<file path="src/rtl/sort_engine.sv">
// sort_engine: in-place selection sort of a RAM window, ascending/descending, signed/unsigned,
// driving an external single-port synchronous RAM.
module sort_engine #(
  parameter int ADDR_W = 8,
  parameter int DATA_W = 8
) (
  input  logic              i_clk,
  input  logic              i_rst_n,
  input  logic              i_start,
  input  logic              i_abort,
  input  logic [ADDR_W-1:0] i_base,
  input  logic [ADDR_W:0]   i_len,
  input  logic [1:0]        i_mode,
  output logic              o_busy,
  output logic              o_done,
  output logic [ADDR_W-1:0] o_swap_cnt,
  output logic              o_mem_rd_en,
  output logic              o_mem_wr_en,
  output logic [ADDR_W-1:0] o_mem_addr,
  output logic [DATA_W-1:0] o_mem_wdata,
  input  logic [DATA_W-1:0] i_mem_rdata
);
  localparam logic [3:0] S_IDLE   = 4'd0;
  localparam logic [3:0] S_RD_I   = 4'd1;
  localparam logic [3:0] S_CAP_I  = 4'd2;
  localparam logic [3:0] S_RD_J   = 4'd3;
  localparam logic [3:0] S_CAP_J  = 4'd4;
  localparam logic [3:0] S_SWAP_I = 4'd5;
  localparam logic [3:0] S_SWAP_M = 4'd6;
  localparam logic [3:0] S_NEXT_I = 4'd7;
  localparam logic [3:0] S_DONE   = 4'd8;
  localparam logic [ADDR_W:0] TWO = {{(ADDR_W-1){1'b0}}, 2'b10};

  logic [3:0]        r_state;
  logic [ADDR_W-1:0] r_base;
  logic [ADDR_W:0]   r_len;
  logic [1:0]        r_mode;
  logic [ADDR_W:0]   r_i;
  logic [ADDR_W:0]   r_j;
  logic [ADDR_W:0]   r_min_idx;
  logic [DATA_W-1:0] r_val_i;
  logic [DATA_W-1:0] r_min_val;
  logic [ADDR_W-1:0] r_swap_cnt;

  logic              w_lt;
  logic              w_gt;
  logic              w_better;
  logic              w_last_j;
  logic [ADDR_W:0]   w_min_idx;
  logic [ADDR_W-1:0] w_addr_i;
  logic [ADDR_W-1:0] w_addr_j;
  logic [ADDR_W-1:0] w_addr_m;

  assign w_lt      = r_mode[1] ? ($signed(i_mem_rdata) < $signed(r_min_val)) : (i_mem_rdata < r_min_val);
  assign w_gt      = r_mode[1] ? ($signed(i_mem_rdata) > $signed(r_min_val)) : (i_mem_rdata > r_min_val);
  assign w_better  = r_mode[0] ? w_gt : w_lt;
  assign w_last_j  = (r_j == r_len - 1'b1);
  assign w_min_idx = w_better ? r_j : r_min_idx;
  assign w_addr_i  = r_base + r_i[ADDR_W-1:0];
  assign w_addr_j  = r_base + r_j[ADDR_W-1:0];
  assign w_addr_m  = r_base + r_min_idx[ADDR_W-1:0];

  assign o_busy      = (r_state != S_IDLE);
  assign o_done      = (r_state == S_DONE);
  assign o_swap_cnt  = r_swap_cnt;
  assign o_mem_rd_en = (r_state == S_RD_I) || (r_state == S_RD_J);
  assign o_mem_wr_en = (r_state == S_SWAP_I) || (r_state == S_SWAP_M);
  assign o_mem_addr  = (r_state == S_RD_I || r_state == S_SWAP_I) ? w_addr_i :
                       (r_state == S_RD_J) ? w_addr_j :
                       (r_state == S_SWAP_M) ? w_addr_m : '0;
  assign o_mem_wdata = (r_state == S_SWAP_I) ? r_min_val :
                       (r_state == S_SWAP_M) ? r_val_i : '0;

  always_ff @(posedge i_clk or negedge i_rst_n) begin
    if (!i_rst_n) begin
      r_state    <= S_IDLE;
      r_base     <= '0;
      r_len      <= '0;
      r_mode     <= '0;
      r_i        <= '0;
      r_j        <= '0;
      r_min_idx  <= '0;
      r_val_i    <= '0;
      r_min_val  <= '0;
      r_swap_cnt <= '0;
    end else if (i_abort && r_state != S_IDLE && r_state != S_DONE) begin
      r_state <= S_IDLE;
    end else begin
      case (r_state)
        S_IDLE: if (i_start) begin
          r_base     <= i_base;
          r_len      <= i_len;
          r_mode     <= i_mode;
          r_swap_cnt <= '0;
          r_i        <= '0;
          r_state    <= (i_len < TWO) ? S_DONE : S_RD_I;
        end
        S_RD_I: r_state <= S_CAP_I;
        S_CAP_I: begin
          r_val_i   <= i_mem_rdata;
          r_min_val <= i_mem_rdata;
          r_min_idx <= r_i;
          r_j       <= r_i + 1'b1;
          r_state   <= S_RD_J;
        end
        S_RD_J: r_state <= S_CAP_J;
        S_CAP_J: begin
          if (w_better) begin
            r_min_val <= i_mem_rdata;
            r_min_idx <= r_j;
          end
          r_j     <= r_j + 1'b1;
          r_state <= !w_last_j ? S_RD_J : (w_min_idx != r_i) ? S_SWAP_I : S_NEXT_I;
        end
        S_SWAP_I: r_state <= S_SWAP_M;
        S_SWAP_M: begin
          r_swap_cnt <= r_swap_cnt + 1'b1;
          r_state    <= S_NEXT_I;
        end
        S_NEXT_I: begin
          r_i     <= r_i + 1'b1;
          r_state <= (r_i == r_len - TWO) ? S_DONE : S_RD_I;
        end
        default: r_state <= S_IDLE;
      endcase
    end
  end
endmodule

</file>
<file path="config.mk">
export PLATFORM = sky130hd
export DESIGN_NAME = sort_engine
export DESIGN_NICKNAME = d
export VERILOG_FILES = /design/src/rtl/sort_engine.sv
export SDC_FILE = /design/constraint.sdc
export NUM_CORES = 1
export LEC_CHECK = 0
export BUFFER_PORTS_ARGS = -buffer_cell sky130_fd_sc_hd__clkbuf_2
export CORE_MARGIN = 10
export CORE_UTILIZATION = 55
export DETAILED_ROUTE_END_ITERATION = 8
export GPL_ROUTABILITY_DRIVEN = 1
export MAX_ROUTING_LAYER = met4
export PLACE_DENSITY_LB_ADDON = 0.08
export SLEW_MARGIN = 20
export SYNTH_ARGS = -nofsm -noshare
export SYNTH_HDL_FRONTEND = slang
export SYNTH_SLANG_ARGS = --single-unit
</file>
<file path="constraint.sdc">
create_clock -name i_clk -period 7.7 [get_ports i_clk]
set_clock_uncertainty 0.15 [all_clocks]
set_input_delay 0.77 -clock i_clk [delete_from_list [all_inputs] [get_ports i_clk]]
set_output_delay 0.77 -clock i_clk [all_outputs]
set_load 0.02 [all_outputs]
</file>
# --- Yosys cells after proc, flatten, opt, wreduce, memory -nomap -nowiden ---
# Cells that the tools add are included.
totals:
  regBits: 74
  wordCells: 79
  output_inout_bits: 28
  inputBits: 31
classes:
  magnitude_cmp: 5
  eq_ne: 15
  bitwise: 1
  mux: 24
  n_reduce_logical: 16
  addsub: 8
ops:
  columns: ["op", "count"]
  rows:
  - ["8-bit two-way mux", 7]
  - ["9-bit one-hot mux with 2 select lines", 3]
  - ["4-bit one-hot mux with 8 select lines", 1]
  - ["8-bit one-hot mux with 2 select lines", 2]
  - ["8-bit adder", 3]
  - ["9-bit by 1-bit adder with 9-bit output, second input constant", 2]
  - ["9-bit equality test", 2]
  - ["9-bit two-way mux", 2]
  - ["4-bit by 3-bit equality test with 1-bit output, second input constant", 4]
  - ["8-bit > comparator", 2]
  - ["8-bit less-than comparator", 2]
  - ["4-bit two-way mux", 4]
  - ["3-bit AND reduction", 4]
  - ["9-bit by 2-bit less-than comparator with 1-bit output, second input constant", 1]
  - ["9-bit != test", 1]
  - ["9-bit by 1-bit subtractor with 9-bit output, second input constant", 1]
  - ["9-bit by 2-bit subtractor with 9-bit output, second input constant", 1]
  - ["8-bit by 1-bit adder with 8-bit output, second input constant", 1]
  - ["4-bit by 2-bit equality test with 1-bit output, second input constant", 2]
  - ["2-bit nonzero test", 3]
  - ["4-bit by 1-bit equality test with 1-bit output, second input constant", 1]
  - ["4-bit equality test, second input constant", 1]
  - ["4-bit zero test", 1]
  - ["2-bit != test, second input constant", 2]
  - ["other kinds (10)", 16]

# --- Longest topological paths before layout ---
# Gate-level depths: netlist (run 1).
logic_depth:
  ltp_word: 9
  ltp_mapped: 11
  mapped_depth_nobuf: 11

# --- Least setup slack after synthesis (run 1) ---
# No wires, ideal clock.
synth_timing:
  path_type: "register to output"
  startpoint: "register r_i[1]"
  endpoint: "output port o_mem_addr[7]"
  path_stages_with_launch: 10
  arrival_time_ns: 2.166
  setup_slack_ns: 4.614
  n_path_buf: 0
  required_time_ns: 6.780
  cell_sequence: "dfrtp_1 > ha_1 > a21o_1 > a21oi_1 > o21bai_1 > a21oi_1 > o21bai_1 > a21oi_1 > xnor2_1 > o21ai_0"
synth_between:
  elab_chain_len: 2
synth_rtl:
  columns: ["item", "line_no", "source"]
  rows:
  - ["from (decl)", "38", "logic [ADDR_W:0] r_i;"]
  - ["from (signal assigned)", "121", "r_i <= r_i + 1'b1;"]
  - ["8-bit adder", "59", "assign w_addr_i = r_base + r_i[ADDR_W-1:0];"]
  - ["8-bit two-way mux", "68", "assign o_mem_addr = (r_state == S_RD_I || r_state == S_SWAP_I) ? w_addr_i :"]
  - ["to (decl)", "19", "output logic [ADDR_W-1:0] o_mem_addr,"]
# Every way passes these cells.

# --- Worst setup path in the final report (run 1) ---
layout_timing:
  startpoint: "register r_i[0]"
  endpoint: "output port o_mem_addr[6]"
# The elaborated chain is that of the path after synthesis.

==> results of run 1 <==
## sequential cells by signal, summed over array words and instances, names as in the netlist
signal      cells
r_i             9
r_j             9
r_len           9
r_min_idx       9
o_swap_cnt      8
r_base          8
r_min_val       8
r_val_i         8
r_state         4
r_mode          2
## cells by family (layout without fill, tap and decap cells)
group	after synthesis	in the layout	synth area share (%)
AO/OA/AOI/OAI	168	168	20.4
multiplexers	29	29	5.94
XOR/XNOR	70	70	11.2
buffers and inverters	68	113	4.79
AND/OR/NAND/NOR	170	170	14.6
adder cells (fa/ha/maj)	38	38	9.12
flip-flops	74	74	33.9
## layout by cell type (no fill, tap or decap), types with 12 or more instances in the layout
cell / count
sky130_fd_sc_hd__o21ai_0: 42
sky130_fd_sc_hd__nor2_1: 52
sky130_fd_sc_hd__a21oi_1: 38
sky130_fd_sc_hd__ha_1: 35
sky130_fd_sc_hd__xor2_1: 28
sky130_fd_sc_hd__xnor2_1: 42
sky130_fd_sc_hd__nand2_1: 49
sky130_fd_sc_hd__clkbuf_2: 57
sky130_fd_sc_hd__a22oi_1: 12
sky130_fd_sc_hd__dfrtp_1: 74
sky130_fd_sc_hd__inv_1: 33
sky130_fd_sc_hd__mux2_2: 24
sky130_fd_sc_hd__nand3_1: 16
## per-layer routing
| metal | vias to the layer above | GRT usage, % | part of all wire (%) |
|---|---|---|---|
| li1 | 2258 | - | - |
| met5 | - | - | 0 |
| met4 | 0 | 5.35 | 1.2 |
| met3 | 14 | 4.92 | 6.2 |
| met1 | 2268 | 26.2 | 47 |
| met2 | 140 | 31.9 | 46 |
## worst max-delay path: cells and delay by family, from the launching register on
family	cells	cell delay (ns)
AOI/OAI and AO/OA	5	0.72
xor gates and xnor gates	1	0.14
adders and majority gates	2	0.64
buffers and inverters	3	0.33
DFF	1	0.61
## power groups by stage
| stage | sequential, µW | clock [µW] | combinational [µW] |
|---|---|---|---|
| 2_1_floorplan | 657 | 0 | 1210 |
| 3_3_place_gp | 781 | 0 | 1370 |
| 3_5_place_dp | 789 | 0 | 1410 |
| 4_1_cts | 781 | 318 | 1430 |
| 5_1_grt | 810 | 337 | 1600 |
| 6_report | 784 | 314 | 1420 |
## area by class of cell
class	instances	area [µm²]	share of cell area [%]
clock buffer	11	141	2.34
clock inverter	5	53.8	0.892
inverter	33	124	2.05
multi-input combinational	475	3360	55.7
sequential	74	1850	30.7
tap	133	166	2.76
timing repair buffer	64	338	5.60
## stage by stage
stage	hold slack, ns	worst slack, ns	instances
finish	0.338	3.98	795
global route	0.371	3.79	795
CTS	0.344	3.99	795
detailed placement	0.326	4.31	779
global placement	0.315	4.42	779
floorplan	0.300	4.61	617
## worst max path at each step
stage / slack [ns] / from / endpoint
after detailed placement: 4.31 / i_mem_rdata[5] / r_state[1]$_DFFE_PN0P_
after global placement: 4.42 / r_i[0]$_DFFE_PN0P_ / o_mem_addr[6]
final: 3.98 / r_i[0]$_DFFE_PN0P_ / o_mem_addr[6]
after floorplan: 4.61 / r_i[1]$_DFFE_PN0P_ / o_mem_addr[7]
after CTS: 3.99 / r_i[0]$_DFFE_PN0P_ / o_mem_addr[6]
after global routing: 3.79 / r_i[0]$_DFFE_PN0P_ / o_mem_addr[6]
==> parameters.txt, run 1 <==
Parameter                              Value

Status
  Result of the run    finished clean

Pwr
  Leakage component of the power    0.00273 µW
  Switching power    ~1200 µW
  Share of power burned in registers    a little under a third
  Total power of the final layout    around 2500 µW
  Clock network fraction of design power    12.5%
  Total internal power    between 1000 and 1500 µW
  PD cells    ~420 nW/µm²
  Combinational power share    a little under three fifths
  Switching share of total power    46.4%
  VDD IR-drop max    roughly 0.00017 V

GRT
  All-layer global routing usage    between 20% and 30%
  Maximum number of pins on one net before global-route repair    75
  Initial antenna violation count    0
  Gr ovfl total    0
  Via count of the first global-routing pass    a little under 5,000
  Global-route wire length before repair    about 24 mm

Timing
  Measured slew at the worst slew-check pin    between 0.9 and 1 ns
  Number of endpoints failing setup at the final stage    0
  Final critical-path required period    3.72 ns
  Final critical-path share of the clock period    48.3%
  Summed negative setup slack over all endpoints    0 ns
  Max Slew Vio Count    0
  Relative slew margins    a little over a third
  Unrepaired setup endpoints after global routing    no
  Hold Violations, Final    0
  Fmax achieved    approximately 0.27 GHz

Flow run
  Max_cap viols    0

Setup path
  Category of the worst setup path capture point    output port
  Critical path peak fanout    11
  CP Data Arrival Time    roughly 2.8 ns
  Worst Reg-to-Reg Cells    10
  Cells traversed along the worst timing path    ha_1, inv_1, fa_1, inv_1, a21oi_1, o21bai_1, a21o_1, a21oi_1, xor2_1, o21ai_0, clkbuf_2
  Worst endpoint required time    6.78 ns
  Worst flop-to-flop path startpoint    r_min_val[5]$_DFFE_PN0P_
  Category of the worst setup path launch point    register
  R2R setup slack    4.79 ns
  Worst Path Class, Setup    register to output port
  Slowest stage cell, crit path    sky130_fd_sc_hd__dfrtp_1
  Max incr delay on CP    a little over 0.6 ns
  Endpoint of the lowest-slack register-to-register path    r_state[1]$_DFFE_PN0P_

Cells and area
  Antenna diode count    0
  Proportion of layout cells with a drive suffix above 1    between 10% and 20%
  Filler instances    approximately 870
  Utilization after layout    between 60 and 70%
  Number of nets in the layout    between 700 and 800
  Final Instance Area    between 6000 and 7000 µm²
  Area growth from synthesis to layout    10.5%

Clock tree
  Clock transition at the register clock pins on the worst setup and hold paths after CTS    around 0.080 ns
  Sink Count    74
  TritonCTS buffer count    9
  Clock root buffer    sky130_fd_sc_hd__clkbuf_8
  Clock Path Buffers    2
  # resized after CTS    0
  CTS tree    done
  Setup Fix Bufs, Post-CTS    0
  Source-to-sink clock delay at the later pin of the worst-skew pair    about 0.35 ns
  Cts-stage hold buffer count    0
  H-tree lvl count    3

Worst hold path
  Kind of path behind the tightest hold check    register to register
  Start point of the worst min-delay path    r_val_i[0]$_DFFE_PN0P_
  Hold endpoint    r_val_i[0]$_DFFE_PN0P_
  Cells on Worst Hold Path    2

Synth
  Post-synth net total    686
  Most instantiated library cell after synthesis    sky130_fd_sc_hd__dfrtp_1
  Dominant register cell in the synthesized netlist    sky130_fd_sc_hd__dfrtp_1
  Share of the yosys chip area belonging to registers    around 34%
  Synthesized area per cell    8.85 µm²
  Post-synth EDFFs    0
  Unique masters post-synth    60
  Synth Register Bits    74
  Ranking of synthesized cells by instance count    74 x sky130_fd_sc_hd__dfrtp_1, 52 x sky130_fd_sc_hd__nor2_1, 49 x sky130_fd_sc_hd__nand2_1
  Post-synth design cell area    ~5500 µm²
  Total of warnings raised by yosys    0
  Yosys top cell by area    sky130_fd_sc_hd__dfrtp_1
  Portion of synthesized cell area occupied by the leading cell type    about a third
  Ys async rst share    between 90% and 100%
  Cell types with the largest area share after synthesis    sky130_fd_sc_hd__dfrtp_1 34%, sky130_fd_sc_hd__ha_1 8.0%, sky130_fd_sc_hd__xnor2_1 6.7%
  Gate count of the mapped netlist    between 600 and 700

Floorplan
  Die Y    around 120 µm
  Floorplan row count    36
  Horizontal extent of the die    roughly 120 µm
  Core Footprint    approximately 9700 µm²
  Effective utilization at floorplan    between 50% and 60%
  Floorplan die area    14,300 µm²
  Io pins    59

Routing
  Average detailed-routed wire length per instance    17.6 µm
  Vias post-DR    between 4,000 and 5,000
  Antenna violation net count after detailed routing    0
  Vias per cell    between 5 and 6
  Number of DRC markers in iteration 0    281
  Total iterations of the first detailed-routing run    7
  Total DRC errors in the routed layout    0
  Total routed wirelength    between 10 and 15 mm

Place
  DP Area    a little under 6000 µm²
  RePlAce Congestion    between 0.9 and 1
  Input/output buffers    58
  HPWL Detailed    around 10 mm
No activity file was read; power rests on OpenSTA's default activity.
==> run 2: changes to the inputs <==
--- a/config.mk
+++ b/config.mk
@@ -5,6 +5,7 @@
 export SDC_FILE = /design/constraint.sdc
 export NUM_CORES = 1
 export LEC_CHECK = 0
+export ABC_AREA = 1
 export BUFFER_PORTS_ARGS = -buffer_cell sky130_fd_sc_hd__clkbuf_2
 export CORE_MARGIN = 10
 export CORE_UTILIZATION = 55
==> constraint.sdc (replaced) <==
create_clock -name i_clk -period 3.78 [get_ports i_clk]
set_clock_uncertainty 0.15 [all_clocks]
set_input_delay 0.378 -clock i_clk [delete_from_list [all_inputs] [get_ports i_clk]]
set_output_delay 0.378 -clock i_clk [all_outputs]
set_load 0.02 [all_outputs]
==> run 2 against run 1 <==
  * Non-clock buffer count is the same
  * Cell area shrank 0.66%
  * Largest cell class unchanged
  * Critical path type unchanged
  * Worst setup slack lost 3.5 ns
  * Critical endpoint is now o_mem_addr[7]
  * The run now ends with hold timing left
  * Largest power group unchanged
==> parameters.txt, run 2 <==
Parameter                              Value

Status
  Result of the run    complete, but fails checks
  Failing checks    hold timing

Synth
  Ys async rst share    100% (unchanged)
  Unique masters post-synth    48 (-20%)
  Portion of synthesized cell area occupied by the leading cell type    34.4% (+0.50 points)
  Synth Register Bits    74 (unchanged)
  Post-synth design cell area    5380 µm² (-1.5%)
  Share of the yosys chip area belonging to registers    34.4% (+0.50 points)
  Synthesized area per cell    7.34 µm² (-17%)
  Post-synth net total    802 (+17%)
  Post-synth EDFFs    0 (unchanged)
  Most instantiated library cell after synthesis    sky130_fd_sc_hd__nand2_1
  Yosys top cell by area    sky130_fd_sc_hd__dfrtp_1
  Gate count of the mapped netlist    733 (+19%)
  Dominant register cell in the synthesized netlist    sky130_fd_sc_hd__dfrtp_1
  Ranking of synthesized cells by instance count    172 x sky130_fd_sc_hd__nand2_1, 89 x sky130_fd_sc_hd__inv_1, 74 x sky130_fd_sc_hd__dfrtp_1
  Cell types with the largest area share after synthesis    sky130_fd_sc_hd__dfrtp_1 34%, sky130_fd_sc_hd__nand2_1 12%, sky130_fd_sc_hd__ha_1 8.1%
  Total of warnings raised by yosys    0 (unchanged)

Routing
  Vias per cell    5.47 (-7.0%)
  Number of DRC markers in iteration 0    316 (+12%)
  Average detailed-routed wire length per instance    15.8 µm (-10%)
  Vias post-DR    5,078 (+8.5%)
  Total iterations of the first detailed-routing run    5 (-2)
  Total DRC errors in the routed layout    0 (unchanged)
  Antenna violation net count after detailed routing    0 (unchanged)
  Total routed wirelength    14.7 mm (+4.9%)

Timing
  Max Slew Vio Count    0 (unchanged)
  Summed negative setup slack over all endpoints    0 ns (unchanged)
  Number of endpoints failing setup at the final stage    0 (unchanged)
  Final critical-path required period    around 3.3 ns
  Measured slew at the worst slew-check pin    0.975 ns (+0.00234 ns)
  Unrepaired setup endpoints after global routing    no
  Fmax achieved    roughly 0.30 GHz
  Relative slew margins    35.0% (-0.16 points)
  Worst hold slack after final layout    -0.0128 ns (-0.351 ns)
  Hold Violations, Final    3 (+3)
  Final critical-path share of the clock period    between 80 and 90%

Floorplan
  Die Y    119 µm (-0.61%)
  Floorplan die area    14,100 µm² (-1.2%)
  Horizontal extent of the die    119 µm (-0.61%)
  Core Footprint    9640 µm² (-0.93%)
  Effective utilization at floorplan    55.8% (-0.31 points)
  Floorplan row count    36 (unchanged)
  Io pins    59 (unchanged)

Flow run
  Max_cap viols    0 (unchanged)

Clock tree
  Source-to-sink clock delay at the later pin of the worst-skew pair    0.36 ns (about the same)
  Setup Fix Bufs, Post-CTS    0 (unchanged)
  Clock transition at the register clock pins on the worst setup and hold paths after CTS    0.08 ns (about the same)
  CTS tree    done
  TritonCTS buffer count    9 (unchanged)
  Cts-stage hold buffer count    0 (unchanged)
  Clock Path Buffers    2 (unchanged)
  Clock root buffer    sky130_fd_sc_hd__clkbuf_8
  # resized after CTS    0 (unchanged)
  H-tree lvl count    3 (unchanged)
  Sink Count    74 (unchanged)

Setup path
  Critical path peak fanout    7 (-4)
  R2R setup slack    1.08 ns (-3.71 ns)
  Max incr delay on CP    0.52 ns (-0.09 ns)
  Category of the worst setup path launch point    register
  Dominant cell type by count on the critical path    sky130_fd_sc_hd__nor2_1
  Slowest stage cell, crit path    sky130_fd_sc_hd__dfrtp_1
  Worst endpoint required time    3.25 ns (-3.53 ns)
  Endpoint of the lowest-slack register-to-register path    r_state[1]$_DFFE_PN0P_
  Worst flop-to-flop path startpoint    r_min_val[7]$_DFFE_PN0P_
  Category of the worst setup path capture point    output port
  CP Data Arrival Time    2.78 ns (-0.02 ns)
  Worst Reg-to-Reg Cells    18 (+8)
  Worst Path Class, Setup    register to output port
  Cells traversed along the worst timing path    ha_1, a21oi_1, nor2_1, nor2_1, nor2_1, nor2_1, o21ai_0, and2_1, nor2_1, o21bai_1, or2_2, nand3_1, o211ai_1, clkbuf_2

Cells and area
  Commonest non-fill, non-tap cell in the layout    sky130_fd_sc_hd__nand2_1
  Proportion of layout cells with a drive suffix above 1    13.1% (-4.6 points)
  Non-filler instance count after layout    928 (+17%)
  Antenna diode count    0 (unchanged)
  Utilization after layout    62.2% (+0.16 points)
  Highest-count cells in the layout ignoring fill and taps    172 x sky130_fd_sc_hd__nand2_1, 89 x sky130_fd_sc_hd__inv_1, 74 x sky130_fd_sc_hd__dfrtp_1
  Number of nets in the layout    859 (+18%)
  Final Instance Area    5990 µm² (-0.66%)
  Area growth from synthesis to layout    11.4%

Pwr
  Share of power burned in registers    30.0% (-1.1 points)
  Leakage component of the power    0.00307 µW (+12%)
  Total internal power    2350 µW (+74%)
  Clock network fraction of design power    13.4% (+0.9 points)
  VDD IR-drop max    0.000391 V (+130%)
  Combinational power share    56.6% (+0.2 points)
  PD cells    790 nW/µm² (+89%)
  Switching power    2380 µW (+100%)
  Switching share of total power    50.3% (+3.9 points)

Place
  HPWL Detailed    10.9 mm (+6.3%)
  Input/output buffers    58 (unchanged)
  DP Area    5800 µm² (-0.69%)
  Placed cells    912 (+17%)
  RePlAce Congestion    0.923 (+0.51%)

GRT
  All-layer global routing usage    21.5% (+1.0 points)
  Gr ovfl total    0 (unchanged)
  Initial antenna violation count    0 (unchanged)
  Maximum number of pins on one net before global-route repair    75 (unchanged)
  Global-route wire length before repair    24.7 mm (+3.4%)
  Via count of the first global-routing pass    5,184 (+6.9%)

Worst hold path
  Kind of path behind the tightest hold check    input port to async pin
-- run 2: cell types whose count changed in the layout (fill, tap and decap cells not counted), sizes merged, moves of 7 or more --
cell | before | now
a21o | 9 | 1
a22o | 10 | 0
a22oi | 12 | 0
inv | 33 | 93
mux2 | 24 | 0
nand2 | 49 | 178
nand3 | 16 | 42
nor2 | 52 | 68
nor2b | 7 | 0
o21ai | 47 | 73
xnor2 | 42 | 12
xor2 | 28 | 35
-- run 2: power groups by stage --
| stage | Sequential (µW) | Combinational, µW | Clock, µW |
|---|---|---|---|
| global route | 1460 | 3060 | 674 |
| global placement | 1420 | 2590 | 0 |
| CTS | 1410 | 2680 | 644 |
| floorplan | 1300 | 2100 | 0 |
| finish | 1420 | 2680 | 634 |
| detailed placement | 1430 | 2650 | 0 |
-- run 2: layout make-up --
cell class / instances / area, µm²
inverters: 94 / 353
fillers: 927 / 3650
repair buffers: 64 / 338
well taps: 133 / 166
multi-input cells: 547 / 3090
flip-flops and latches: 74 / 1850
clock buffers: 11 / 141
clock inverters: 5 / 53.8
-- run 2: layer usage --
| metal | global-route usage [%] | wire [µm] | vias to the layer above |
|---|---|---|---|
| met5 | - | 0 | - |
| met4 | 9.16 | 344 | 0 |
| met3 | 2.79 | 752 | 34 |
| met2 | 34.7 | 6980 | 174 |
| met1 | 26.6 | 6620 | 2357 |
| li1 | - | - | 2513 |
-- run 2: stage by stage --
stage / hold WS, ns / setup slack, ns / total power, µW
after floorplan: -0.0676 / 1.11 / 3400
after global placement: 0.317 / 0.943 / 4000
after detailed placement: 0.325 / 0.898 / 4080
after CTS: 0.0631 / 0.501 / 4740
after global routing: 0.0657 / 0.290 / 5190
final: -0.0128 / 0.469 / 4730
-- run 2: logic make-up after synthesis --
| group | Yosys count | share of synthesized area, % |
|---|---|---|
| AO/OA/AOI/OAI | 145 | 15.0 |
| XOR/XNOR | 47 | 7.65 |
| AND/OR/NAND/NOR | 317 | 25.5 |
| adder cells (fa/ha/maj) | 38 | 9.26 |
| flip-flops | 74 | 34.4 |
| buffers and inverters | 112 | 8.16 |
-- run 2: critical path: cells and delay by family (launching register included) --
| kind | cells | cell delay [ns] |
|---|---|---|
| buf+inv | 1 | 0.18 |
| flops | 1 | 0.52 |
| simple gates | 8 | 1.00 |
| fa+ha+maj | 1 | 0.29 |
| compound gates | 4 | 0.46 |
-- run 2: worst max-delay path by stage --
stage	start	endpoint
floorplan	r_base[0]$_DFFE_PN0P_	o_mem_addr[4]
global placement	r_j[1]$_DFFE_PN0P_	o_mem_addr[7]
detailed placement	r_j[1]$_DFFE_PN0P_	o_mem_addr[7]
CTS	r_j[1]$_DFFE_PN0P_	o_mem_addr[7]
global route	r_j[1]$_DFFE_PN0P_	o_mem_addr[7]
finish	r_j[1]$_DFFE_PN0P_	o_mem_addr[7]
==> run 3: changes to the inputs <==
--- a/config.mk
+++ b/config.mk
@@ -11,7 +11,6 @@
 export CORE_UTILIZATION = 55
 export DETAILED_ROUTE_END_ITERATION = 8
 export GPL_ROUTABILITY_DRIVEN = 1
-export MAX_ROUTING_LAYER = met4
 export PLACE_DENSITY_LB_ADDON = 0.08
 export SLEW_MARGIN = 20
 export SYNTH_ARGS = -nofsm -noshare
==> run 3 against run 2 <==
  * The flow still finishes with violations (hold timing)
  * Cell area rose by 0.52%
  * Largest power group unchanged
  * Die area did not move
  * Worst setup slack improved by 0.033 ns
==> parameters.txt, run 3 (synthesis results as in run 2) <==
Parameter                              Value

Pwr
  VDD IR-drop max    0.000419 V (+7.1%)
  Combinational power share    55.7% (-0.9 points)
  Share of power burned in registers    29.5% (-0.5 points)
  Total internal power    2410 µW (+2.3%)
  Leakage component of the power    0.00308 µW (+0.23%)
  Clock network fraction of design power    14.8% (+1.4 points)
  PD cells    802 nW/µm² (+1.6%)
  Switching power    2420 µW (+1.9%)
  Switching share of total power    50.2% (-0.091 points)

Setup path
  Worst Path Class, Setup    register to output port
  Slowest stage cell, crit path    sky130_fd_sc_hd__dfrtp_1
  CP Data Arrival Time    2.75 ns (-0.03 ns)
  Cells traversed along the worst timing path    ha_1, a21oi_1, nor2_1, nor2_1, nor2_1, nor2_1, o21ai_0, and2_1, nor2_1, o21bai_1, or2_2, nand3_1, o211ai_1, clkbuf_2
  Dominant cell type by count on the critical path    sky130_fd_sc_hd__nor2_1
  Category of the worst setup path launch point    register
  Max incr delay on CP    0.53 ns (about the same)
  Critical path buffer and inverter count    1 (unchanged)
  Worst endpoint required time    3.25 ns (about the same)
  Worst Reg-to-Reg Cells    18 (unchanged)
  R2R setup slack    1.03 ns (-0.05 ns)
  Critical path peak fanout    7 (unchanged)
  Category of the worst setup path capture point    output port
  Dominant delay contributor by cell family on the critical path    simple AND/OR/NAND/NOR gates
  Endpoint of the lowest-slack register-to-register path    r_state[1]$_DFFE_PN0P_
  Worst flop-to-flop path startpoint    r_min_val[7]$_DFFE_PN0P_

Floorplan
  Io pins    59 (unchanged)
  Horizontal extent of the die    119 µm (unchanged)
  Die Y    119 µm (unchanged)
  Core Footprint    9640 µm² (unchanged)
  Floorplan die area    14,100 µm² (unchanged)
  Floorplan row count    36 (unchanged)
  Effective utilization at floorplan    55.8% (unchanged)

Cells and area
  Area growth from synthesis to layout    12.0%
  Area taken by flip-flops and latches    1850 µm² (unchanged)
  Multi-input logic area    3090 µm² (unchanged)
  Commonest non-fill, non-tap cell in the layout    sky130_fd_sc_hd__nand2_1
  Utilization after layout    62.5% (+0.32 points)
  Highest-count cells in the layout ignoring fill and taps    172 x sky130_fd_sc_hd__nand2_1, 89 x sky130_fd_sc_hd__inv_1, 74 x sky130_fd_sc_hd__dfrtp_1
  Filler instances    896 (-3.3%)
  Antenna diode count    0 (unchanged)
  Proportion of layout cells with a drive suffix above 1    13.2% (+0.13 points)
  Number of nets in the layout    859 (unchanged)

Status
  Result of the run    complete, but fails checks
  Failing checks    hold timing

Timing
  Final critical-path required period    3.28 ns (-0.0330 ns)
  Relative slew margins    35.5% (+0.53 points)
  Fmax achieved    0.305 GHz (+1.0%)
  Final Worst Setup Slack    0.502 ns (+0.0330 ns)
  Worst hold slack after final layout    -0.00910 ns (+0.00372 ns)
  Summed negative setup slack over all endpoints    0 ns (unchanged)
  Measured slew at the worst slew-check pin    0.967 ns (-0.00798 ns)
  Max Slew Vio Count    0 (unchanged)
  Unrepaired setup endpoints after global routing    no
  Number of endpoints failing setup at the final stage    0 (unchanged)
  Hold Violations, Final    3 (unchanged)
  Final critical-path share of the clock period    86.7% (-0.87 points)

Routing
  Total routed wirelength    14.8 mm (+0.66%)
  Antenna violation net count after detailed routing    0 (unchanged)
  Top layer in use    met4
  Total iterations of the first detailed-routing run    6 (+1)
  Vias post-DR    5,115 (+0.73%)
  Vias per cell    5.51 (+0.73%)
  Average detailed-routed wire length per instance    15.9 µm (+0.66%)
  Number of DRC markers in iteration 0    377 (+19%)
  Detailed-routed wire length on met3    856 µm (+14%)
  Total routed wire length on the met1 layer    6.67 mm (+0.69%)
  Total met2 wirelength after detailed routing    6.90 mm (-1.1%)
  Total DRC errors in the routed layout    0 (unchanged)

Clock tree
  Setup Fix Bufs, Post-CTS    0 (unchanged)
  Clock root buffer    sky130_fd_sc_hd__clkbuf_8
  H-tree lvl count    3 (unchanged)
  Cts-stage hold buffer count    0 (unchanged)
  Source-to-sink clock delay at the later pin of the worst-skew pair    0.37 ns (about the same)
  TritonCTS buffer count    9 (unchanged)
  # resized after CTS    0 (unchanged)
  Clock Path Buffers    2 (unchanged)
  Sink Count    74 (unchanged)
  CTS tree    done
  Clock transition at the register clock pins on the worst setup and hold paths after CTS    0.09 ns (about the same)

Place
  Post-Place Worst Slack    0.930 ns (+0.0323 ns)
  Input/output buffers    58 (unchanged)
  RePlAce Congestion    0.916 (-0.78%)
  HPWL Detailed    10.9 mm (-0.25%)

GRT
  Gr ovfl total    0 (unchanged)
  Maximum number of pins on one net before global-route repair    75 (unchanged)
  Via count of the first global-routing pass    5,083 (-1.9%)
  Global-route wire length before repair    24.6 mm (-0.47%)
  Initial antenna violation count    0 (unchanged)
  All-layer global routing usage    20.9% (-0.53 points)

Flow run
  Max_cap viols    0 (unchanged)

Worst hold path
  Kind of path behind the tightest hold check    input port to async pin
==> run 3: changes by cell type in the layout (fill, tap and decap cells not counted) <==
| cell | delta |
|---|---|
| sky130_fd_sc_hd__clkinv_2 | -3 |
| sky130_fd_sc_hd__clkinv_4 | +2 |
| sky130_fd_sc_hd__bufinv_16 | +1 |
| sky130_fd_sc_hd__clkbuf_1 | -1 |
| sky130_fd_sc_hd__clkbuf_8 | -1 |
| sky130_fd_sc_hd__clkinvlp_4 | +1 |
| sky130_fd_sc_hd__inv_6 | +1 |
==> run 3: how the worst max path moves through the flow <==
stage / end / start / slack [ns] / cells past startpoint
finish: o_mem_addr[7] / r_j[1]$_DFFE_PN0P_ / 0.50 / 14
global placement: o_mem_addr[7] / r_j[1]$_DFFE_PN0P_ / 0.94 / 14
CTS: o_mem_addr[7] / r_j[1]$_DFFE_PN0P_ / 0.52 / 14
floorplan: o_mem_addr[4] / r_base[0]$_DFFE_PN0P_ / 1.11 / 7
detailed placement: o_mem_addr[7] / r_j[1]$_DFFE_PN0P_ / 0.93 / 14
global route: o_mem_addr[6] / r_i[0]$_DFFE_PN0P_ / 0.32 / 10
==> run 3: through the flow <==
step	hold slack [ns]	cells	instance area, µm²	power [µW]
floorplan	-0.0676	733	5380	3400
global placement	0.318	912	5800	4000
detailed placement	0.325	912	5800	4090
CTS	0.0434	928	6020	4820
global route	0.0597	928	6020	5270
finish	-0.00910	928	6020	4830
==> run 3: per-layer routing <==
metal	vias up	track usage [%]
li1	2510	-
met1	2389	26.9
met2	184	33.8
met3	32	4.06
met4	0	8.85
met5	-	0
==> run 3: power by group through the flow <==
stage,Combinational [µW],Sequential (µW),Clock (µW)
after floorplan,2100,1300,0
after global placement,2580,1420,0
after detailed placement,2660,1430,0
after CTS,2680,1410,728
after global routing,3050,1460,765
final,2690,1420,717
==> run 3: area by class of cell <==
class / count / share of cell area [%]
Tap cell: 133 / 2.76
Clock buffer: 9 / 2.06
Clock inverter: 7 / 1.70
Timing Repair Buffer: 64 / 5.61
Sequential cell: 74 / 30.7
Inverter: 94 / 5.86
Multi-Input combinational cell: 547 / 51.3
==> run 3: worst reg2reg max path: cells and delay by family, from the launching register on <==
| kind | cells | cell delay (ns) |
|---|---|---|
| simple gates | 14 | 1.48 |
| flops | 1 | 0.36 |
| compound gates | 2 | 0.34 |
| buf+inv | 1 | 0.06 |
| fa+ha+maj | 1 | 0.31 |
